`config.mk`:
```
export PLATFORM = sky130hd
export DESIGN_NAME = heavy_part_table_dump0
export DESIGN_NICKNAME = d
export VERILOG_FILES = /design/src/rtl/heavy_part_table_dump0.sv
export SDC_FILE = /design/constraint.sdc
export NUM_CORES = 1
export LEC_CHECK = 0
export BUFFER_PORTS_ARGS = -buffer_cell sky130_fd_sc_hd__buf_2
export CORE_ASPECT_RATIO = 0.6
export CORE_MARGIN = 4
export CORE_UTILIZATION = 40
export CTS_CLUSTER_SIZE = 28
export DETAILED_ROUTE_END_ITERATION = 10
export PLACE_DENSITY = 0.75
export SYNTH_ARGS = -nofsm -noshare
export SYNTH_HDL_FRONTEND = slang
export SYNTH_SLANG_ARGS = --single-unit
```
`constraint.sdc`:
```
create_clock -name clk -period 1.84 [get_ports clk]
set_input_delay 0.184 -clock clk [delete_from_list [all_inputs] [get_ports clk]]
set_output_delay 0.184 -clock clk [all_outputs]
set_load 0.005 [all_outputs]
```
`src/rtl/heavy_part_table_dump0.sv`:
```
// Heavy-part table 0 read-out engine: holds the compare stage, scans every bucket in
// address order, exports non-empty entries with their index and optionally zeroes the table.
module heavy_part_table_dump0 #(
  parameter int ADDR_W = 12,
  parameter int DATA_W = 96,
  parameter int RD_LAT = 2
) (
  input  logic                     clk,
  input  logic                     reset,
  input  logic                     dump_start,
  input  logic                     dump_clear,
  output logic                     dump_busy,
  output logic                     dump_done,
  output logic [ADDR_W:0]          entry_cnt,
  output logic                     table_hold_req,
  input  logic                     table_hold_ack,
  output logic [ADDR_W-1:0]        ram_rdaddr,
  input  logic [DATA_W-1:0]        ram_rdvalue,
  output logic                     ram_wren,
  output logic [ADDR_W-1:0]        ram_wraddr,
  output logic [DATA_W-1:0]        ram_wrvalue,
  output logic                     dump_out_wr,
  output logic [ADDR_W+DATA_W-1:0] dump_out,
  input  logic                     dump_out_alf
);

  typedef enum logic [2:0] {IDLE, HOLD, SCAN, DRAIN, DONE} state_t;

  localparam logic [ADDR_W-1:0] LAST_ADDR = '1;

  state_t                      state;
  logic                        clear_r;
  logic [ADDR_W-1:0]           issue_addr;
  logic [RD_LAT:0]             vld_pipe;
  logic [RD_LAT:0][ADDR_W-1:0] addr_pipe;
  logic                        issue;
  logic                        ret_vld;
  logic                        ret_nz;
  logic [ADDR_W-1:0]           ret_addr;

  // Address 0 goes out on the same edge that leaves HOLD, so the scan starts one
  // cycle after ack is seen. Almost-full only gates new reads.
  assign issue    = ((state == HOLD && table_hold_ack) || state == SCAN) && !dump_out_alf;
  assign ret_vld  = vld_pipe[RD_LAT];
  assign ret_addr = addr_pipe[RD_LAT];
  assign ret_nz   = (ram_rdvalue != '0);

  // Clearing always writes zero; the write enable/address carry all the timing.
  assign ram_wrvalue = '0;

  // Stage 0 lines up with ram_rdaddr, stage RD_LAT with ram_rdvalue.
  always_ff @(posedge clk or negedge reset) begin
    if (!reset) begin
      vld_pipe  <= '0;
      addr_pipe <= '0;
    end else begin
      vld_pipe  <= {vld_pipe[RD_LAT-1:0], issue};
      addr_pipe <= {addr_pipe[RD_LAT-1:0], issue_addr};
    end
  end

  always_ff @(posedge clk or negedge reset) begin
    if (!reset) begin
      state          <= IDLE;
      clear_r        <= 1'b0;
      issue_addr     <= '0;
      dump_busy      <= 1'b0;
      dump_done      <= 1'b0;
      entry_cnt      <= '0;
      table_hold_req <= 1'b0;
      ram_rdaddr     <= '0;
      ram_wren       <= 1'b0;
      ram_wraddr     <= '0;
      dump_out_wr    <= 1'b0;
      dump_out       <= '0;
    end else begin
      dump_done   <= 1'b0;
      dump_out_wr <= 1'b0;
      ram_wren    <= 1'b0;

      if (ret_vld) begin
        if (ret_nz) begin
          dump_out_wr <= 1'b1;
          dump_out    <= {ret_addr, ram_rdvalue};
          entry_cnt   <= entry_cnt + 1'b1;
        end
        if (clear_r) begin
          ram_wren   <= 1'b1;
          ram_wraddr <= ret_addr;
        end
      end

      if (issue) begin
        ram_rdaddr <= issue_addr;
        issue_addr <= issue_addr + 1'b1;
      end

      case (state)
        IDLE: begin
          if (dump_start) begin
            state          <= HOLD;
            clear_r        <= dump_clear;
            entry_cnt      <= '0;
            issue_addr     <= '0;
            dump_busy      <= 1'b1;
            table_hold_req <= 1'b1;
          end
        end
        HOLD: begin
          if (table_hold_ack) state <= SCAN;
        end
        SCAN: begin
          if (issue && issue_addr == LAST_ADDR) state <= DRAIN;
        end
        DRAIN: begin
          // The read in the last stage is exported on this same edge.
          if (vld_pipe[RD_LAT-1:0] == '0) state <= DONE;
        end
        DONE: begin
          dump_done      <= 1'b1;
          dump_busy      <= 1'b0;
          table_hold_req <= 1'b0;
          state          <= IDLE;
        end
        default: state <= IDLE;
      endcase
    end
  end

endmodule

```
==> flow_metrics.tcl, run 1 <==
set metrics [dict create \
    clkSinkCount 204 \
    cts.reportedPaths.clkPinSlew_ns 0.07 \
    cts_tree "yes" \
    synth.ff_latch_count 204 \
    rsz0062_at_grt "yes" \
    whs_path_depth 3 \
    ir_worst_vdd_uv 542 \
    vias_per_cell 4.71 \
    r2r_cells 6 \
    totalWireLength_mm 24.3 \
    instances_no_fill 1345 \
    cp.depth 6 \
    path_max_fanout 4 \
    grt_max_degree 57 \
    reg2reg_from "state[1]" \
    holdWs_ns 0.0207 \
    nFillCells 1762 \
    slowest_delay_ns 0.43 \
    syn_to_final_growth_pct 37.6 \
    drive_gt1_frac 0.476 \
    syn-cell-area_sq_mm 0.00887 \
    power_density_mw_per_mm2 1340 \
    dieArea_sq_mm 0.0247 \
    final_common_cell "buf_2" \
    routabilityCongestion 0.855 \
    layout.nets 1158 \
    clk_latency_ns 0.50 \
    setup_slack_ns -0.00656 \
    crit-reg2reg-capture "issue_addr[8]" \
    final_area_sq_mm 0.0122 \
    hp-class "input pin to flop" \
    dpl.hpwl_mm 16.6 \
    synthArstFlopShare 1.00 \
    violations "negative setup slack" \
    ant_nets 0 \
    cts_buffer_depth 3 \
    antenna_found_initial 0 \
    crit_start "state[1]" \
    first_pass_iters 4 \
    vias 6339 \
    cp.arrival_ns 2.20 \
    chipHeight_um 123 \
    fin_crit_sh 1.00 \
    seq_area_frac_synth 0.576 \
    syn_inst 654 \
    htree_levels 1 \
    path_cells "nand3b_1 > a211o_1 > or4_4 > buf_6 > o211ai_1 > o31ai_1" \
    wl_per_cell_um 18.1 \
    ys_types 39 \
    core_area_sq_mm 0.0214 \
    dp_cells 1232 \
    start_util 0.415 \
    status "finished, violations left" \
    synth-edff-count 0 \
    final_cell_mix "buf_2, dfrtp_1, conb_1" \
    grt_first_pass_wirelength_mm 36.3 \
    drtIter0Drc 311 \
    yosysWarnings 0 \
    criticalPathCategory "flop to flop" \
    start_kind "flop" \
    setup_viol 1 \
    antenna_cells 0 \
    num_io_pins 348 \
    route.detailed.drc 0 \
    maxSlewViolCount 0 \
    p_leak_nw 6.24 \
    rows 41 \
    cpLargestDelayFamily "simple AND/OR/NAND/NOR gates" \
    grtUsageTotal 0.184 \
    first_global_vias 6437 \
    fin_skew_ns 0.0213 \
    cts_root_buffer "clkbuf_16" \
    cp.buffers_inverters 1 \
    grt-ovfl-total 0 \
    synth.avg_cell_area_sq_um 13.6 \
    critPathCapture "issue_addr[8]" \
    r2r_slack_ns -0.007 \
    min_period_ns 1.85 \
    ys.flop_type "dfrtp_1" \
    fmax_mhz 542 \
    end_kind "flop" \
    placed_area_sq_mm 0.0106 \
    placement.io_buffers 251 \
    cts_inserted_buffers 20 \
    hold_viol_final 0 \
    fp.dieW_um 200 \
    drv_cap 0 \
    cp_slowest_cell "or4_4" \
    required_ns 2.20 \
]
-- metrics by stage --
step	utilization	power (mW)	setup WS, ns	TNS [ns]
CTS	0.560	16.2	-0.116	-0.288
finish	0.571	16.4	-0.00656	-0.00656
floorplan	-	9.90	-0.178	-3.00
global placement	0.498	11.9	-0.652	-73.87
global route	0.571	17.3	-0.0700	-2.87
detailed placement	0.498	12.1	-0.638	-71.53
-- cells by family (layout without fill, tap and decap cells) --
logic type	Yosys count	in the layout	share of synthesized area
simple gates	146	146	0.0832
fa+ha+maj	2	2	0.00282
buf+inv	128	443	0.104
compound gates	35	37	0.0255
other cells	1	96	0.000423
xor+xnor	8	8	0.00790
mux	130	130	0.200
flops	204	204	0.576
-- final cells by class --
class	count	area (sq um)	share of cell area
clock buffers	30	588	0.0482
clock inverters	4	35.0	0.00287
inverters	6	26.3	0.00215
multi-input cells	419	3390	0.278
flip-flops and latches	204	5100	0.418
well taps	279	349	0.0286
repair buffers	403	2710	0.222
-- worst min path at each step --
stage | from | slack, ns | end
after global routing | ram_rdvalue[36] | 0.006 | dump_out[36]
after global placement | reset | 0.12 | dump_out[104]
final | ram_rdvalue[36] | 0.02 | dump_out[36]
after floorplan | reset | -0.11 | addr_pipe[0]
after CTS | ram_rdvalue[37] | 0.003 | dump_out[37]
after detailed placement | reset | 0.13 | dump_out[100]
-- sequential cells by signal, indices dropped and copies added (netlist names) --
register and cells:
ram_rdaddr 12, table_hold_req 1, ram_wraddr 12, clear_r 1, dump_out_wr 1, vld_pipe 3
ret_addr 12, ram_wren 1, issue_addr 12, addr_pipe 24, dump_out 108, entry_cnt 13
state 3, dump_done 1
-- routing by layer --
| layer | global-route usage | wire length, um | vias up |
|---|---|---|---|
| li1 | - | - | 2869 |
| met1 | 0.253 | 10800 | 3151 |
| met2 | 0.293 | 11100 | 270 |
| met3 | 0.0448 | 1730 | 49 |
| met4 | 0.0563 | 680 | 0 |
| met5 | 0 | 0 | - |
-- worst register-to-register path: stages (launching register included) --
cell and delay (ns):
dfrtp_1 0.38, nand3b_1 0.18, a211o_1 0.32, or4_4 0.43, buf_6 0.14, o211ai_1 0.17
o31ai_1 0.10
-- synth_stat cells (2+ instances only) --
library cell  count  area (sq um)
nand4_1          15          93.8
nand3_1           6          30.0
inv_1             6          22.5
clkbuf_1          9          33.8
mux2i_1          10           100
buf_2             3          15.0
mux2_2           33           372
xor2_1            2          17.5
nor3_1            3          15.0
nand2_1          60           225
dfrtp_1         204          5100
mux2_4           87          1310
buf_1             3          11.3
nor4_1           26           163
xnor2_1           6          52.6
nand2b_1         10          62.6
buf_4            97           728
nor2_1           15          56.3
buf_6            10           113
a21oi_1          13          65.1
ha_1              2          25.0
and3_1            2          12.5
nor3b_1           2          15.0
a2111o_1          4          45.0
or3_1             3          18.8
o211ai_1          2          15.0
o21ai_0           9          45.0
-- what timing repair did --
item,CTS,global route
endpoints found under the hold margin,175,0
endpoints found under the setup margin,112,127
resized for setup,5,18
hold buffers,66,0
setup buffers,3,5
pin swaps,5,7
cloned,0,6
-- power by group --
group          switching (mW)  total, mW  internal, mW  leakage (nW)
combinational            2.37       5.78          3.41          3.32
sequential              0.844       6.72          5.88          2.62
clock                    1.69       3.90          2.21         0.307
(Power assumes the default switching activity.)
==> run 2: changes to the inputs <==
--- a/config.mk
+++ b/config.mk
@@ -11,6 +11,7 @@
 export CORE_UTILIZATION = 40
 export CTS_CLUSTER_SIZE = 28
 export DETAILED_ROUTE_END_ITERATION = 10
+export MAX_ROUTING_LAYER = met4
 export PLACE_DENSITY = 0.75
 export SYNTH_ARGS = -nofsm -noshare
 export SYNTH_HDL_FRONTEND = slang
==> run 2 against run 1 <==
Compared with the run above: the flow still finishes with violations (negative setup slack); wire length rose by 0.83%; clock skew up 0.00083 ns; non-clock buffer count up 1; clock power about the same; fmax about the same; critical path type unchanged.
==> flow_metrics.tcl, run 2 (synthesis results as in run 1) <==
set metrics [dict create \
    status "finished, violations left" \
    violations "negative setup slack" \
    regArea_sq_mm 0.00510 \
    reg2reg_from "state[0]" \
    hp-class "input pin to flop" \
    multi_input_area_sq_mm 0.00340 \
    drv_cap 0 \
    chipHeight_um 123 \
    htree_levels 1 \
    first_global_vias 6450 \
    wl_per_cell_um 18.2 \
    fin_skew_ns 0.0222 \
    cpLargestDelayFamily "compound AO/OA/AOI/OAI gates" \
    cp.arrival_ns 2.20 \
    cts_tree "yes" \
    p_leak_nw 6.26 \
    rows 41 \
    route.detailed.drc 0 \
    dp_cells 1232 \
    path_cells "nand2b_4 > a211o_1 > or4_4 > buf_6 > o211ai_1 > o31ai_1" \
    r2r_cells 6 \
    min_to "dump_out[34]" \
    reg.largest.list "dump_out x108, addr_pipe x24, entry_cnt x13" \
    rsz0062_at_grt "yes" \
    instances_no_fill 1346 \
    final_cell_mix "buf_2, dfrtp_1, conb_1" \
    required_ns 2.20 \
    cp.buffers_inverters 1 \
    grt_first_pass_wirelength_mm 36.3 \
    placement.io_buffers 251 \
    largest-register "dump_out" \
    vias 6363 \
    r2r_slack_ns -0.005 \
    cts_inserted_buffers 20 \
    nFillCells 1744 \
    cp_slowest_cell "or4_4" \
    hold_viol_final 0 \
    totalWireLength_mm 24.5 \
    layout.nets 1159 \
    clkSinkCount 204 \
    drtIter0Drc 308 \
    criticalPathCategory "flop to flop" \
    cts.reportedPaths.clkPinSlew_ns 0.06 \
    slowest_delay_ns 0.43 \
    min_period_ns 1.85 \
    pre_cts_slack_ns -0.638 \
    vias_per_cell 4.73 \
    setup_slack_ns -0.00532 \
    hp-start "ram_rdvalue[34]" \
    whs_path_depth 3 \
    fmax_mhz 542 \
    clk_latency_ns 0.50 \
    grtUsageTotal 0.190 \
    fin_crit_sh 1.00 \
    final_common_cell "buf_2" \
    dpl.hpwl_mm 16.6 \
    routabilityCongestion 0.869 \
    tightest_slew_ns 0.609 \
    relSlewSlack 0.583 \
    final_util 0.572 \
    grt-ovfl-total 0 \
    maxSlewViolCount 0 \
    largest_reg_flops 108 \
    syn_to_final_growth_pct 37.9 \
    ir_worst_vdd_uv 545 \
    core_area_sq_mm 0.0214 \
    antenna_found_initial 0 \
    fp.dieW_um 200 \
    end_kind "flop" \
    grt_max_degree 57 \
    cts_root_buffer "clkbuf_16" \
    first_pass_iters 4 \
    crit-reg2reg-capture "issue_addr[8]" \
    cp.depth 6 \
    cts_buffer_depth 3 \
    fin_total_pwr_mw 16.4 \
    dieArea_sq_mm 0.0247 \
    path_max_fanout 4 \
    setup_viol 1 \
    drive_gt1_frac 0.477 \
    ant_nets 0 \
    start_util 0.415 \
    start_kind "flop" \
    antenna_cells 0 \
    power_density_mw_per_mm2 1340 \
    num_io_pins 348 \
]
-- run 2: cell types whose count changed in the layout (fill, tap and decap cells not counted), sizes merged --
cell / change
clkbuf: +1
-- run 2: tightest hold or removal path, stage by stage --
cell and delay, ns:
buf_2 0.09, buf_4 0.09, mux2_4 0.12
-- run 2: metrics by stage --
step	instance area (sq um)	hold WS (ns)	TNS, ns
after floorplan	9320	-0.112	-3.00
after global placement	10600	0.125	-73.87
after detailed placement	10600	0.132	-71.53
after CTS	12000	0.00282	-0.288
after global routing	12200	0.00607	-0.449
final	12200	0.0246	-0.00532
-- run 2: final cells by class --
| type | count | share of cell area |
|---|---|---|
| flip-flops and latches | 204 | 0.417 |
| multi-input cells | 419 | 0.278 |
| repair buffers | 404 | 0.223 |
| clock buffers | 30 | 0.0481 |
| well taps | 279 | 0.0285 |
| clock inverters | 4 | 0.00286 |
| inverters | 6 | 0.00215 |
-- run 2: metal layers --
metal	up-vias	track usage	share of wire
met3	48	0.0414	0.061
met1	3184	0.257	0.45
met5	-	-	0
li1	2877	-	-
met2	254	0.293	0.46
met4	0	0.0546	0.027
-- run 2: what timing repair did --
action                     in CTS  in global routing
hold endpoints to repair      175                  0
gates resized for setup         5                 19
cloned                          0                  6
buffers inserted                3                  6
pin swaps                       5                  7
setup endpoints to repair     112                128
hold buffers                   66                  0
-- run 2: where the power goes --
part           internal, mW  total, mW  switching (mW)  leakage, nW
logic                  3.43       5.81            2.38         3.33
registers              5.88       6.72           0.846         2.62
clock network          2.21       3.90            1.68        0.307
total                  11.5       16.4            4.91         6.26
-- run 2: worst max-delay path by stage --
stage | from | end | slack (ns)
after floorplan | state[1] | issue_addr[10] | -0.18
after global placement | ram_rdvalue[57] | dump_out[50] | -0.65
after detailed placement | ram_rdvalue[57] | dump_out[52] | -0.64
after CTS | state[1] | issue_addr[10] | -0.12
after global routing | state[1] | issue_addr[8] | -0.07
final | state[0] | issue_addr[8] | -0.005
